**config.mk**
```make
export PLATFORM = sky130hd
export DESIGN_NAME = param_reg_bank_flat
export DESIGN_NICKNAME = d
export VERILOG_FILES = /design/src/rtl/param_reg_bank_if.sv /design/src/rtl/param_reg_bank.sv /design/src/flat_wrapper.sv
export SDC_FILE = /design/constraint.sdc
export NUM_CORES = 1
export LEC_CHECK = 0
export ABC_AREA = 1
export BUFFER_PORTS_ARGS = -buffer_cell sky130_fd_sc_hd__buf_2
export CAP_MARGIN = 30
export CORE_MARGIN = 3
export CORE_UTILIZATION = 53
export DETAILED_ROUTE_END_ITERATION = 8
export PLACE_DENSITY = 0.8
export SKIP_CTS_REPAIR_TIMING = 1
export SYNTH_ARGS = -nofsm -noshare
export SYNTH_HDL_FRONTEND = slang
export SYNTH_SLANG_ARGS = --single-unit
```
**constraint.sdc**
```tcl
create_clock -name clk -period 2.8 [get_ports clk]
set_input_delay 0.56 -clock clk [delete_from_list [all_inputs] [get_ports clk]]
set_output_delay 0.56 -clock clk [all_outputs]
set_load 0.05 [all_outputs]
```
**src/rtl/param_reg_bank_if.sv**
```systemverilog
// Parameter-bank bus: write strobe, clear and data in; read port, flat view and status out.
// Ports: enable, params_reg_enable, clear, data_in, rd_addr (to bank);
//        rd_data, params_flat, wr_ptr, params_ready, overflow, load_done (from bank).
interface param_reg_bank_if #(
    parameter int NUM_PARAMS = 8,
    parameter int WIDTH      = 8,
    parameter int PTR_W      = 4
);
    logic                        enable;
    logic                        params_reg_enable;
    logic                        clear;
    logic [WIDTH-1:0]            data_in;
    logic [PTR_W-1:0]            rd_addr;
    logic [WIDTH-1:0]            rd_data;
    logic [NUM_PARAMS*WIDTH-1:0] params_flat;
    logic [PTR_W-1:0]            wr_ptr;
    logic                        params_ready;
    logic                        overflow;
    logic                        load_done;

    // Master: the memory control unit / neuron datapath side.
    modport master (
        output enable,
        output params_reg_enable,
        output clear,
        output data_in,
        output rd_addr,
        input  rd_data,
        input  params_flat,
        input  wr_ptr,
        input  params_ready,
        input  overflow,
        input  load_done
    );

    // Slave: the register bank itself.
    modport slave (
        input  enable,
        input  params_reg_enable,
        input  clear,
        input  data_in,
        input  rd_addr,
        output rd_data,
        output params_flat,
        output wr_ptr,
        output params_ready,
        output overflow,
        output load_done
    );
endinterface

```
**src/rtl/param_reg_bank.sv**
```systemverilog
// Parameter register bank: each accepted strobe stores data_in into the next slot until full.
// Latency: one cycle from strobe edge to slot/pointer/flags; rd_data is combinational.
// Backpressure: none; one write per cycle, writes while full are dropped and set sticky overflow.
// Ports: clk, rst (async active-high), bus (param_reg_bank_if.slave).
module param_reg_bank #(
    parameter int NUM_PARAMS = 8,
    parameter int WIDTH      = 8,
    parameter int PTR_W      = 4
) (
    input  logic               clk,
    input  logic               rst,
    param_reg_bank_if.slave    bus
);

    // Load-sequence state; always consistent with the pointer value.
    typedef enum logic [1:0] {
        ST_EMPTY   = 2'd0,
        ST_FILLING = 2'd1,
        ST_FULL    = 2'd2
    } state_t;

    localparam logic [PTR_W-1:0] PTR_FULL = PTR_W'(NUM_PARAMS);

    state_t           state_q, state_d;
    logic [PTR_W-1:0] ptr_q, ptr_d;
    logic [WIDTH-1:0] slot_q [NUM_PARAMS];
    logic [WIDTH-1:0] slot_d [NUM_PARAMS];
    logic             ready_q, ready_d;
    logic             ovf_q, ovf_d;
    logic             done_q, done_d;

    logic             strobe;
    logic             do_clear;
    logic             accept;
    logic             reject;

    // ------------------------------------------------------------------
    // Control decode. Clear has priority over a coincident strobe, and
    // nothing happens while the stage is disabled.
    // ------------------------------------------------------------------
    always_comb begin
        do_clear = bus.enable && bus.clear;
        strobe   = bus.enable && bus.params_reg_enable && !bus.clear;
        accept   = strobe && (state_q != ST_FULL);
        reject   = strobe && (state_q == ST_FULL);
    end

    // ------------------------------------------------------------------
    // Next-state / next-value logic.
    // ------------------------------------------------------------------
    always_comb begin
        state_d = state_q;
        ptr_d   = ptr_q;
        slot_d  = slot_q;
        ovf_d   = ovf_q;

        if (do_clear) begin
            ptr_d = '0;
            ovf_d = 1'b0;
            for (int i = 0; i < NUM_PARAMS; i++) begin
                slot_d[i] = '0;
            end
        end else if (accept) begin
            for (int i = 0; i < NUM_PARAMS; i++) begin
                if (ptr_q == PTR_W'(i)) begin
                    slot_d[i] = bus.data_in;
                end
            end
            ptr_d = ptr_q + PTR_W'(1);
        end else if (reject) begin
            ovf_d = 1'b1;
        end

        // State follows the pointer it will hold after this edge.
        if (ptr_d == '0) begin
            state_d = ST_EMPTY;
        end else if (ptr_d == PTR_FULL) begin
            state_d = ST_FULL;
        end else begin
            state_d = ST_FILLING;
        end

        // Ready rises on the same edge as the final write; done marks
        // only the 0->1 transition and is forced low while disabled.
        ready_d = (state_d == ST_FULL);
        done_d  = bus.enable && ready_d && !ready_q;
    end

    // ------------------------------------------------------------------
    // State registers.
    // ------------------------------------------------------------------
    always_ff @(posedge clk or posedge rst) begin
        if (rst) begin
            state_q <= ST_EMPTY;
            ptr_q   <= '0;
            ready_q <= 1'b0;
            ovf_q   <= 1'b0;
            done_q  <= 1'b0;
            for (int i = 0; i < NUM_PARAMS; i++) begin
                slot_q[i] <= '0;
            end
        end else begin
            state_q <= state_d;
            ptr_q   <= ptr_d;
            ready_q <= ready_d;
            ovf_q   <= ovf_d;
            done_q  <= done_d;
            for (int i = 0; i < NUM_PARAMS; i++) begin
                slot_q[i] <= slot_d[i];
            end
        end
    end

    // ------------------------------------------------------------------
    // Read side: flat view and addressed read. Out-of-range addresses
    // return zero rather than aliasing onto a real slot.
    // ------------------------------------------------------------------
    always_comb begin
        bus.params_flat = '0;
        for (int i = 0; i < NUM_PARAMS; i++) begin
            bus.params_flat[i*WIDTH +: WIDTH] = slot_q[i];
        end
    end

    always_comb begin
        bus.rd_data = '0;
        for (int i = 0; i < NUM_PARAMS; i++) begin
            if (bus.rd_addr == PTR_W'(i)) begin
                bus.rd_data = slot_q[i];
            end
        end
    end

    assign bus.wr_ptr       = ptr_q;
    assign bus.params_ready = ready_q;
    assign bus.overflow     = ovf_q;
    assign bus.load_done    = done_q;

endmodule

```
**src/flat_wrapper.sv**
```systemverilog
// flat-port wrapper written by rule: the top's interface ports become plain ports
module param_reg_bank_flat 
#(
    parameter int NUM_PARAMS = 8,
    parameter int WIDTH      = 8,
    parameter int PTR_W      = 4
)
  (clk, rst, bus_enable, bus_params_reg_enable, bus_clear, bus_data_in, bus_rd_addr, bus_rd_data, bus_params_flat, bus_wr_ptr, bus_params_ready, bus_overflow, bus_load_done);
  param_reg_bank_if #(.NUM_PARAMS(NUM_PARAMS), .WIDTH(WIDTH), .PTR_W(PTR_W)) bus_i ();
  input  logic clk;
  input  logic rst;
  input wire logic [$bits(bus_i.enable)-1:0] bus_enable;
  input wire logic [$bits(bus_i.params_reg_enable)-1:0] bus_params_reg_enable;
  input wire logic [$bits(bus_i.clear)-1:0] bus_clear;
  input wire logic [$bits(bus_i.data_in)-1:0] bus_data_in;
  input wire logic [$bits(bus_i.rd_addr)-1:0] bus_rd_addr;
  output wire logic [$bits(bus_i.rd_data)-1:0] bus_rd_data;
  output wire logic [$bits(bus_i.params_flat)-1:0] bus_params_flat;
  output wire logic [$bits(bus_i.wr_ptr)-1:0] bus_wr_ptr;
  output wire logic [$bits(bus_i.params_ready)-1:0] bus_params_ready;
  output wire logic [$bits(bus_i.overflow)-1:0] bus_overflow;
  output wire logic [$bits(bus_i.load_done)-1:0] bus_load_done;
  assign bus_i.enable = bus_enable;
  assign bus_i.params_reg_enable = bus_params_reg_enable;
  assign bus_i.clear = bus_clear;
  assign bus_i.data_in = bus_data_in;
  assign bus_i.rd_addr = bus_rd_addr;
  assign bus_rd_data = bus_i.rd_data;
  assign bus_params_flat = bus_i.params_flat;
  assign bus_wr_ptr = bus_i.wr_ptr;
  assign bus_params_ready = bus_i.params_ready;
  assign bus_overflow = bus_i.overflow;
  assign bus_load_done = bus_i.load_done;
  param_reg_bank #(.NUM_PARAMS(NUM_PARAMS), .WIDTH(WIDTH), .PTR_W(PTR_W)) u_core (.clk(clk), .rst(rst), .bus(bus_i));
endmodule
```
# ---- Word level (Yosys, flattened, before mapping)
# Index checks and enable logic that the tools add are counted.
dict set report op_classes {
  add_sub_neg 1
  n_eq_ne 19
  n_mux 25
  reduce_logical 31
}
# operator count
set ops {}
lappend ops {{64-bit two-way mux} 2}
lappend ops {{8-bit two-way mux} 16}
lappend ops {{4-bit by 3-bit == test with 1-bit output, second input constant} 8}
lappend ops {{2-bit nonzero test} 10}
lappend ops {{2-bit AND reduction} 9}
lappend ops {{4-bit by 2-bit == test with 1-bit output, second input constant} 4}
lappend ops {{4-bit logical NOT} 3}
lappend ops {{4-bit by 1-bit == test with 1-bit output, second input constant} 2}
lappend ops {{4-bit two-way mux} 2}
lappend ops {{1-bit logical AND} 7}
lappend ops {{4-bit by 1-bit adder with 4-bit output, second input constant} 1}
lappend ops {{2-bit == test, second input constant} 2}
lappend ops {{4-bit == test, second input constant} 1}
lappend ops {{2-bit two-way mux} 2}
lappend ops {{1-bit two-way mux} 3}
lappend ops {{1-bit logical NOT} 2}
lappend ops {{2-bit by 1-bit != test with 1-bit output, second input constant} 1}
lappend ops {{2-bit != test, second input constant} 1}
dict set report totals {
  ff_bits 73
  in_bits 17
  output_inout_bits 79
  wordCells 89
}

# ---- Longest topological paths before layout
# Gate-level depths: netlist of the first run.
dict set report depth {
  depth_word 11
  ltp_mapped 10
  ltp_nobuf 9
}

# ---- Worst setup path after synthesis of the first run
# OpenSTA, ideal clock, no wires.
dict set report synth_timing {
  path_type {in2out}
  startpoint {input bus_rd_addr[2]}
  endpoint {output bus_rd_data[1]}
  arrival_time_ps 1670
  required_time_ps 2240
  setup_slack_ps 570
  cell_stages 8
  n_path_buf 1
  path_cell_list {nor2_1 buf_4 nand3_1 nand2_1 nor2_1 nand3_1 nand2_1 nand3_1}
}
dict set report synth_via {
  elab_chain_cells 9
  word_cells_on_any_way 16
  classes_between {eq/ne: 7; mux: 8; reduce/logical: 1}
}
# element line_no
set synth_rtl {}
lappend synth_rtl {{start: declaration} flat_wrapper.sv:16} ;# input wire logic [$bits(bus_i.rd_addr)-1:0] bus_rd_addr;
lappend synth_rtl {{4-bit logical NOT} param_reg_bank.sv:128} ;# if (bus.rd_addr == PTR_W'(i)) begin
lappend synth_rtl {{8-bit two-way mux (7 in a row)} param_reg_bank.sv:128}
lappend synth_rtl {{8-bit two-way mux (*)} param_reg_bank.sv:128}
lappend synth_rtl {{end: declaration} flat_wrapper.sv:17} ;# output wire logic [$bits(bus_i.rd_data)-1:0] bus_rd_data;
# Every way passes the cells marked *; elsewhere a longest branch is shown, timed or not.

# ---- Worst setup path in the final report of the first run
dict set report layout_timing {
  startpoint {input bus_rd_addr[0]}
  endpoint {output bus_rd_data[2]}
}
# Same word-level chain as after synthesis.

==> impl_metrics.env, run 1 <==
export IMPL_crit_fanout=8
export IMPL_ff2ff_path_depth=6
export IMPL_finalCritPeriodShare_pct=88.2
export IMPL_clockBufferDepth=2
export IMPL_routed_wirelength_mm=9.74
export IMPL_track_usage_pct=27.1
export IMPL_syn_inst=425
export IMPL_synth_avg_cell_area_um2=8.38
export IMPL_synth_edf_count=0
export IMPL_p_per_area_mw_per_mm2=734
export IMPL_synthTopCellsByCount="nand2_1 (127), dfrtp_1 (72), o21ai_0 (48), nand3_1 (38), nor2_1 (37)"
export IMPL_cp_start_kind="input port"
export IMPL_crit_start="bus_rd_addr[0]"
export IMPL_rr_endpoint="u_core.bus.params_flat[48]"
export IMPL_h_tree_depth=3
export IMPL_io_pins=96
export IMPL_top_layer="met4"
export IMPL_slowest_delay_ns=0.37
export IMPL_yosysTopAreaCell="dfrtp_1"
export IMPL_finalSetupViolCount=0
export IMPL_reg2reg_from="u_core.bus.wr_ptr[0]"
export IMPL_start_util_pct=55.5
export IMPL_crit_buf_inv=3
export IMPL_irDropWorstVdd_uv=437
export IMPL_die_w_um=88.0
export IMPL_end_kind="primary output"
export IMPL_clock_sink_count=72
export IMPL_critPathTopFamily="simple AND/OR/NAND/NOR gates"
export IMPL_p_leak_nw=2.29
export IMPL_cts_reportedPaths_clkPinSlew_ns=0.08
export IMPL_viasPerCell=5.46
export IMPL_cp_slowest_cell="nor2_1"
export IMPL_synth_seq_cells=72
export IMPL_yosysWarnings=0
export IMPL_yosysTopAreaCellShare_pct=50.6
export IMPL_wl_met2_mm=4.61
export IMPL_drtAntennaViolNets=0
export IMPL_post_route_drc_count=0
export IMPL_yosysSeqAreaShare_pct=50.6
export IMPL_clkLatencyLatePin_ns=0.35
export IMPL_crit_type="in2out"
export IMPL_critPathArrivalTime_ns=1.91
export IMPL_required_ns=2.24
export IMPL_status="completed"
export IMPL_port_buffers=95
export IMPL_wl_met3_um=769
export IMPL_final_hold_violation_count=0
export IMPL_n_fill_cell=527
export IMPL_async_flop_share_pct=100
export IMPL_cts_root_buf="clkbuf_8"
export IMPL_die_y_um=88.0
export IMPL_n_antenna_cell=0
export IMPL_tns_ns=0
export IMPL_rsz0062_at_grt="false"
export IMPL_fin_util_pct=67.7
export IMPL_syn_to_final_growth_pct=21.9
export IMPL_fin_skew_ns=0.0107
export IMPL_dr_pass1_iters=5
export IMPL_path_cells="buf_2 -> inv_1 -> nor2_1 -> nand3_1 -> nand2_1 -> nor2_1 -> nand3_1 -> nand2_1 -> nand3_1 -> buf_2"
export IMPL_grt_max_degree=28
export IMPL_fin_crit_ns=2.47
export IMPL_placedInstanceArea_mm2=0.00412
export IMPL_synthTopCellsByArea="dfrtp_1 (51%), nand2_1 (13%), o21ai_0 (6.7%)"
export IMPL_vias=3318
export IMPL_slew_headroom_pct=57.1
export IMPL_final_area_mm2=0.00435
export IMPL_synth_most_common_cell="nand2_1"
export IMPL_wl_per_cell_um=16.0
export IMPL_drive_above_1_share_pct=29.9
export IMPL_core_area_mm2=0.00642
export IMPL_drt_iter0_drc=306
export IMPL_hold_class="in2async"
export IMPL_antenna_found_initial=0
export IMPL_tritoncts="done"
export IMPL_numCtsBuffers=9
export IMPL_worstMarginPinSlew_ns=0.643
export IMPL_synth_ff_type="dfrtp_1"
export IMPL_grt_pass1_wl_mm=15.6
export IMPL_syn_area_mm2=0.00356
export IMPL_grt_pass1_vias=3135
export IMPL_synthDistinctLibCells=24
export IMPL_grt_ovfl_total=0
export IMPL_nets=547
export IMPL_place_gp_congestion=0.986
export IMPL_cpMostUsedCell="nand3_1"
export IMPL_num_rows=29
export IMPL_r2r_slack_ns=1.01
export IMPL_crit_cells=10
export IMPL_hpwl_mm=7.25
export IMPL_die_area_mm2=0.00774
export IMPL_wl_met1_mm=4.11
export IMPL_synth_net_count=446
export IMPL_timing_final_max_slew_violations=0
export IMPL_drv_cap=0
export IMPL_max_freq_mhz=405
==> cells in the final DEF (no fill, tap or decap), types with 2 or more instances in the layout <==
master,instances
buf_4,6
nand3_1,38
bufinv_16,2
nand2_2,6
inv_1,33
nor2_1,37
clkinv_2,2
o21ai_2,16
nand4_1,9
o21ai_0,48
ha_1,4
dfrtp_1,72
nor2_4,5
nand2_1,127
buf_2,95
clkbuf_8,11
nand2_4,2
a21oi_4,3
nor3_1,3
a21oi_2,3
==> where the power goes <==
part	internal, mW	switching (mW)
Sequential	1.17	0.119
Combinational	0.198	0.764
Clock	0.549	0.393
Total	1.91	1.28
==> registers in the layout, indices dropped and copies added (netlist names) <==
name,cells
u_core.bus.wr_ptr,4
u_core.bus.load_done,1
u_core.state_q,1
u_core.bus.overflow,1
u_core.bus.params_ready,1
u_core.bus.params_flat,64
==> routing by layer <==
| metal | vias up | track usage, % |
|---|---|---|
| li1 | 1577 | - |
| met1 | 1553 | 36.1 |
| met2 | 165 | 43.2 |
| met3 | 23 | 5.74 |
| met4 | 0 | 11.0 |
| met5 | - | 0 |
==> worst max path at each step <==
| stage | end | slack (ns) |
|---|---|---|
| after floorplan | u_core.bus.load_done | 0.42 |
| after global placement | bus_rd_data[5] | 0.39 |
| after detailed placement | bus_rd_data[2] | 0.37 |
| after CTS | bus_rd_data[2] | 0.35 |
| after global routing | bus_rd_data[3] | 0.21 |
| final | bus_rd_data[2] | 0.33 |
==> final cells by class <==
| cell class | instances | area [µm²] | share of cell area [%] |
|---|---|---|---|
| clock buffers | 11 | 151 | 3.48 |
| clock inverters | 5 | 78.8 | 1.81 |
| inverters | 36 | 145 | 3.34 |
| multi-input cells | 305 | 1530 | 35.2 |
| flip-flops and latches | 72 | 1800 | 41.5 |
| well taps | 77 | 96.3 | 2.22 |
| repair buffers | 102 | 541 | 12.4 |
==> stage by stage <==
stage	power (mW)	hold WS (ns)	cells	setup WS, ns
after global placement	2.25	0.491	592	0.390
final	3.19	0.205	608	0.331
after global routing	3.32	0.224	608	0.211
after CTS	3.19	0.212	608	0.346
after detailed placement	2.27	0.480	592	0.367
after floorplan	2.01	0.580	425	0.415
==> cell families after synthesis <==
group | Yosys count | share of synthesized area (%)
AND/OR/NAND/NOR | 230 | 28.6
flip-flops | 72 | 50.6
AO/OA/AOI/OAI | 71 | 13.0
buffers and inverters | 48 | 6.46
adder cells (fa/ha/maj) | 4 | 1.40
(Power assumes the default switching activity.)
==> run 2: changes to the inputs <==
--- a/config.mk
+++ b/config.mk
@@ -7,8 +7,8 @@
 export LEC_CHECK = 0
 export ABC_AREA = 1
 export BUFFER_PORTS_ARGS = -buffer_cell sky130_fd_sc_hd__buf_2
-export CAP_MARGIN = 30
-export CORE_MARGIN = 3
+export CAP_MARGIN = 15
+export CORE_MARGIN = 8
 export CORE_UTILIZATION = 53
 export DETAILED_ROUTE_END_ITERATION = 8
 export PLACE_DENSITY = 0.8
==> run 2 against run 1 <==
  * Combinational power up 0.6%
  * Clock power fell by 20%
  * Worst hold slack worse by 0.042 ns
  * Sequential power barely moved
  * Global-route usage fell by 5.3 points
  * Core utilization is 2.9 points lower
  * Die area is 24% higher
  * Largest power group unchanged
  * Sequential share of layout area up 0.40 points
  * Maximum frequency shrank 1.7%
  * Register-to-register slack worse by 0.03 ns
==> impl_metrics.env, run 2 (same netlist as run 1, synthesis figures left out) <==
export IMPL_placed_cells=594
export IMPL_drtAntennaViolNets=0
export IMPL_fin_crit_ns=2.51
export IMPL_cts_reportedPaths_clkPinSlew_ns=0.08
export IMPL_syn_to_final_growth_pct=20.8
export IMPL_cp_slowest_cell="nor2_1"
export IMPL_crit_fanout=8
export IMPL_crit_cells=10
export IMPL_post_route_drc_count=0
export IMPL_port_buffers=95
export IMPL_vias=3260
export IMPL_max_freq_mhz=398
export IMPL_slew_headroom_pct=53.1
export IMPL_grt_pass1_wl_mm=16.4
export IMPL_n_fill_cell=565
export IMPL_antenna_found_initial=0
export IMPL_crit_start="bus_rd_addr[0]"
export IMPL_finalCritPeriodShare_pct=89.7
export IMPL_h_tree_depth=3
export IMPL_p_per_area_mw_per_mm2=699
export IMPL_hold_class="in2async"
export IMPL_slowest_delay_ns=0.39
export IMPL_place_gp_congestion=0.935
export IMPL_fin_cells=610
export IMPL_numCtsBuffers=9
export IMPL_die_y_um=98.0
export IMPL_drv_cap=0
export IMPL_tritoncts="done"
export IMPL_viasPerCell=5.34
export IMPL_finalSetupViolCount=0
export IMPL_num_rows=30
export IMPL_dr_pass1_iters=5
export IMPL_fin_skew_ns=0.0118
export IMPL_drive_above_1_share_pct=29.8
export IMPL_crit_type="in2out"
export IMPL_mostFrequentLayoutCell="nand2_1"
export IMPL_cp_start_kind="input port"
export IMPL_final_cell_mix="nand2_1 (127), buf_2 (95), dfrtp_1 (72), o21ai_0 (48), nand3_1 (38)"
export IMPL_final_area_mm2=0.00430
export IMPL_critPathArrivalTime_ns=1.95
export IMPL_timing_final_max_slew_violations=0
export IMPL_grt_ovfl_total=0
export IMPL_die_area_mm2=0.00960
export IMPL_drt_iter0_drc=263
export IMPL_fin_util_pct=64.8
export IMPL_placedInstanceArea_mm2=0.00412
export IMPL_io_pins=96
export IMPL_rsz0062_at_grt="false"
export IMPL_core_area_mm2=0.00664
export IMPL_critPathTopFamily="simple AND/OR/NAND/NOR gates"
export IMPL_routed_wirelength_mm=10.1
export IMPL_cts_root_buf="clkbuf_8"
export IMPL_p_leak_nw=2.26
export IMPL_worstSetupEndpoint="bus_rd_data[3]"
export IMPL_grt_pass1_vias=3175
export IMPL_n_antenna_cell=0
export IMPL_clock_sink_count=72
export IMPL_end_kind="primary output"
export IMPL_reg2reg_from="u_core.bus.wr_ptr[0]"
export IMPL_path_cells="buf_2 -> inv_1 -> nor2_1 -> nand3_1 -> nand2_1 -> nor2_1 -> nand3_1 -> nand2_1 -> nand3_1 -> buf_2"
export IMPL_required_ns=2.24
export IMPL_crit_buf_inv=3
export IMPL_nets=546
export IMPL_largest_reg_flops=64
export IMPL_wl_per_cell_um=16.5
export IMPL_tns_ns=0
export IMPL_clkLatencyLatePin_ns=0.36
export IMPL_grt_max_degree=59
export IMPL_cpMostUsedCell="nand3_1"
export IMPL_start_util_pct=53.6
export IMPL_irDropWorstVdd_uv=473
export IMPL_die_w_um=98.0
export IMPL_rr_endpoint="u_core.bus.params_flat[52]"
export IMPL_track_usage_pct=21.8
export IMPL_ff2ff_path_depth=6
export IMPL_status="completed"
export IMPL_hpwl_mm=7.52
export IMPL_worstMarginPinSlew_ns=0.704
export IMPL_clockBufferDepth=2
export IMPL_r2r_slack_ns=0.98
export IMPL_final_hold_violation_count=0
==> run 2: cell count changes in the layout (fill, tap and decap cells not counted), sizes merged <==
cell,change
clkinvlp,+2
bufinv,-2
clkbuf,-1
buf,-1
inv,+1
==> run 2: report_power, final <==
group | leakage [nW] | switching (mW) | internal, mW
clock network | 0.0887 | 0.408 | 0.347
registers | 0.922 | 0.120 | 1.17
logic | 1.25 | 0.769 | 0.199
==> run 2: worst reg2reg max path: cells and delay by family, from the launching register on <==
family / cells / cell delay, ns
adders and majority gates: 1 / 0.21
and+or+nand+nor: 1 / 0.06
DFF: 1 / 0.48
buffers and inverters: 2 / 0.19
AOI/OAI and AO/OA: 2 / 0.74
==> run 2: layout make-up <==
type                    instances  area, µm²  share of cell area (%)
clock buffers                  10        138                    3.20
multi-input cells             305       1530                    35.6
flip-flops and latches         72       1800                    41.9
repair buffers                101        546                    12.7
inverters                      36        145                    3.37
clock inverters                 6       42.5                   0.988
well taps                      80        100                    2.33
==> run 2: worst min path at each step <==
stage | from | to | slack (ns) | cells past startpoint
floorplan | u_core.state_q[0] | u_core.bus.overflow | 0.58 | 3
global placement | u_core.bus.params_flat[19] | u_core.bus.params_flat[19] | 0.49 | 2
detailed placement | u_core.bus.params_flat[51] | u_core.bus.params_flat[51] | 0.49 | 2
CTS | rst | u_core.bus.params_flat[54] | 0.15 | 2
global route | rst | u_core.bus.params_flat[52] | 0.17 | 2
finish | rst | u_core.bus.params_flat[54] | 0.16 | 2
==> run 2: metrics by stage <==
step           power [mW]  hold WS, ns  worst slack (ns)
2_1_floorplan        2.01        0.580             0.415
5_1_grt              3.15        0.167             0.157
6_report             3.01        0.163             0.288
4_1_cts              3.03        0.153             0.295
3_5_place_dp         2.27        0.491             0.289
3_3_place_gp         2.26        0.487             0.378
==> run 2: metal layers <==
metal | up-vias | wire length (µm) | track usage, %
met5 | - | 0 | 0
met3 | 20 | 893 | 7.97
met4 | 0 | 184 | 8.15
met1 | 1498 | 4320 | 27.8
li1 | 1584 | - | -
met2 | 158 | 4690 | 33.0
==> run 3: changes to the inputs <==
--- a/config.mk
+++ b/config.mk
@@ -12,6 +12,7 @@
 export CORE_UTILIZATION = 53
 export DETAILED_ROUTE_END_ITERATION = 8
 export PLACE_DENSITY = 0.8
+export SETUP_SLACK_MARGIN = 0.5
 export SKIP_CTS_REPAIR_TIMING = 1
 export SYNTH_ARGS = -nofsm -noshare
 export SYNTH_HDL_FRONTEND = slang
==> run 3 against run 2 <==
  * Maximum frequency increased by 9.0%
  * Non-clock buffer count is 4 higher
  * Cell count up 0.49%
  * Final area grew 5.5%
  * Routed wire length up 5.4%
  * Combinational power rose by 4%
  * Via count increased by 3.3%
  * Critical path depth decreased by 2
==> impl_metrics.env, run 3 (same netlist as run 1, synthesis figures left out) <==
export IMPL_largest_reg_flops=64
export IMPL_die_w_um=98.0
export IMPL_tns_ns=0
export IMPL_required_ns=2.24
export IMPL_reg2reg_from="u_core.bus.wr_ptr[0]"
export IMPL_clkPwrFrac_pct=29.3
export IMPL_status="completed"
export IMPL_die_y_um=98.0
export IMPL_num_rows=30
export IMPL_power_frac_comb_pct=31.1
export IMPL_hold_class="in2async"
export IMPL_swShare_pct=40.3
export IMPL_clockBufferDepth=2
export IMPL_numCtsBuffers=9
export IMPL_final_hold_violation_count=0
export IMPL_dr_pass1_iters=5
export IMPL_drv_cap=0
export IMPL_rsz0062_at_grt="true"
export IMPL_finalCritPeriodShare_pct=82.3
export IMPL_p_leak_nw=2.33
export IMPL_drive_above_1_share_pct=33.0
export IMPL_crit_start="bus_rd_addr[1]"
export IMPL_mostFrequentLayoutCell="nand2_1"
export IMPL_h_tree_depth=3
export IMPL_grt_pass1_wl_mm=16.3
export IMPL_tritoncts="done"
export IMPL_whs_ns=0.307
export IMPL_die_area_mm2=0.00960
export IMPL_antenna_found_initial=0
export IMPL_p_seq_share_pct=39.6
export IMPL_syn_to_final_growth_pct=27.4
export IMPL_drt_iter0_drc=338
export IMPL_grt_pass1_vias=3196
export IMPL_track_usage_pct=21.7
export IMPL_grt_max_degree=73
export IMPL_cts_reportedPaths_clkPinSlew_ns=0.07
export IMPL_n_antenna_cell=0
export IMPL_port_buffers=95
export IMPL_switchingPower_mw=1.31
export IMPL_timing_final_max_slew_violations=0
export IMPL_end_kind="primary output"
export IMPL_fin_crit_ns=2.30
export IMPL_vias=3366
export IMPL_worstMarginPinSlew_ns=0.674
export IMPL_wl_per_cell_um=17.3
export IMPL_p_per_area_mw_per_mm2=716
export IMPL_cp_start_kind="input port"
export IMPL_cts_root_buf="clkbuf_8"
export IMPL_routed_wirelength_mm=10.6
export IMPL_drtAntennaViolNets=0
export IMPL_grt_ovfl_total=0
export IMPL_crit_fanout=8
export IMPL_io_pins=96
export IMPL_core_area_mm2=0.00664
export IMPL_max_freq_mhz=434
export IMPL_clkLatencyLatePin_ns=0.35
export IMPL_viasPerCell=5.49
export IMPL_start_util_pct=53.6
export IMPL_hpwl_mm=7.41
export IMPL_irDropWorstVdd_uv=368
export IMPL_critPathArrivalTime_ns=1.74
export IMPL_final_cell_mix="nand2_1 (125), buf_2 (84), dfrtp_1 (72), o21ai_0 (48), nand3_1 (37)"
export IMPL_finalSetupViolCount=0
export IMPL_crit_type="in2out"
export IMPL_fin_skew_ns=0.0105
export IMPL_slew_headroom_pct=55.1
export IMPL_post_route_drc_count=0
export IMPL_clock_sink_count=72
export IMPL_nets=550
export IMPL_place_gp_congestion=0.932
export IMPL_internal_power_mw=1.94
==> run 3: cell types whose count changed in the layout (fill, tap and decap cells not counted), moves of 2 or more <==
cell       previous run  this run
buf_2                95        84
bufinv_16             0         2
inv_1                33        30
clkinv_2              2         0
nand2_1             127       125
buf_6                 0         6
nor2_4                5         9
buf_4                 4        10
nor2_1               37        30
nor2_2                1         4
nor3_1                3         1
==> run 3: power groups by stage <==
stage          clock network [mW]  registers (mW)  logic [mW]
5_1_grt                     0.997            1.30        1.07
2_1_floorplan                   0            1.72       0.292
3_5_place_dp                    0            1.30       0.973
6_report                    0.951            1.29        1.01
3_3_place_gp                    0            1.30       0.958
4_1_cts                     0.947            1.28       0.976
==> run 3: per-stage QoR <==
stage          instances  instance area [µm²]  utilization, %  power, mW  setup WS, ns
6_report             613                 4540            68.3       3.25         0.496
5_1_grt              613                 4540            68.3       3.37         0.435
4_1_cts              609                 4360            65.6       3.21         0.315
3_5_place_dp         594                 4130            62.1       2.28         0.379
3_3_place_gp         594                 4130            62.1       2.26         0.384
2_1_floorplan        425                 3570               -       2.01         0.570
==> run 3: area by class of cell <==
cell class / instances / area [µm²]
fill: 512 / 2100
sequential: 72 / 1800
multi-input combinational: 305 / 1610
timing repair buffer: 105 / 651
clock buffer: 11 / 151
inverter: 36 / 151
tap: 80 / 100
clock inverter: 4 / 76.3
==> run 3: path summary, 6_finish.rpt <==
path	end	slack, ns	cells after the start
max in group asynchronous	u_core.bus.wr_ptr[1]	2.20	3
worst max-delay path	bus_rd_data[4]	0.50	8
worst min register to register	u_core.bus.params_flat[61]	0.51	2
min in group clk	u_core.bus.load_done	0.47	3
worst min-delay path	u_core.bus.wr_ptr[0]	0.31	3
worst max register to register	u_core.bus.params_flat[38]	1.02	7
==> run 3: worst max-delay path, stage by stage <==
cell	delay, ns
buf_4	0.16
nor2_4	0.07
buf_4	0.16
nand3_1	0.08
nand4_1	0.15
nor2_2	0.20
nand4_1	0.17
buf_6	0.19
==> run 3: routing by layer <==
| metal | global-route usage [%] | vias to the layer above | share of wire (%) |
|---|---|---|---|
| met5 | 0 | - | 0 |
| met4 | 9.59 | 0 | 3.1 |
| met3 | 7.54 | 33 | 9.9 |
| met2 | 34.5 | 187 | 48 |
| met1 | 26.1 | 1554 | 39 |
| li1 | - | 1592 | - |
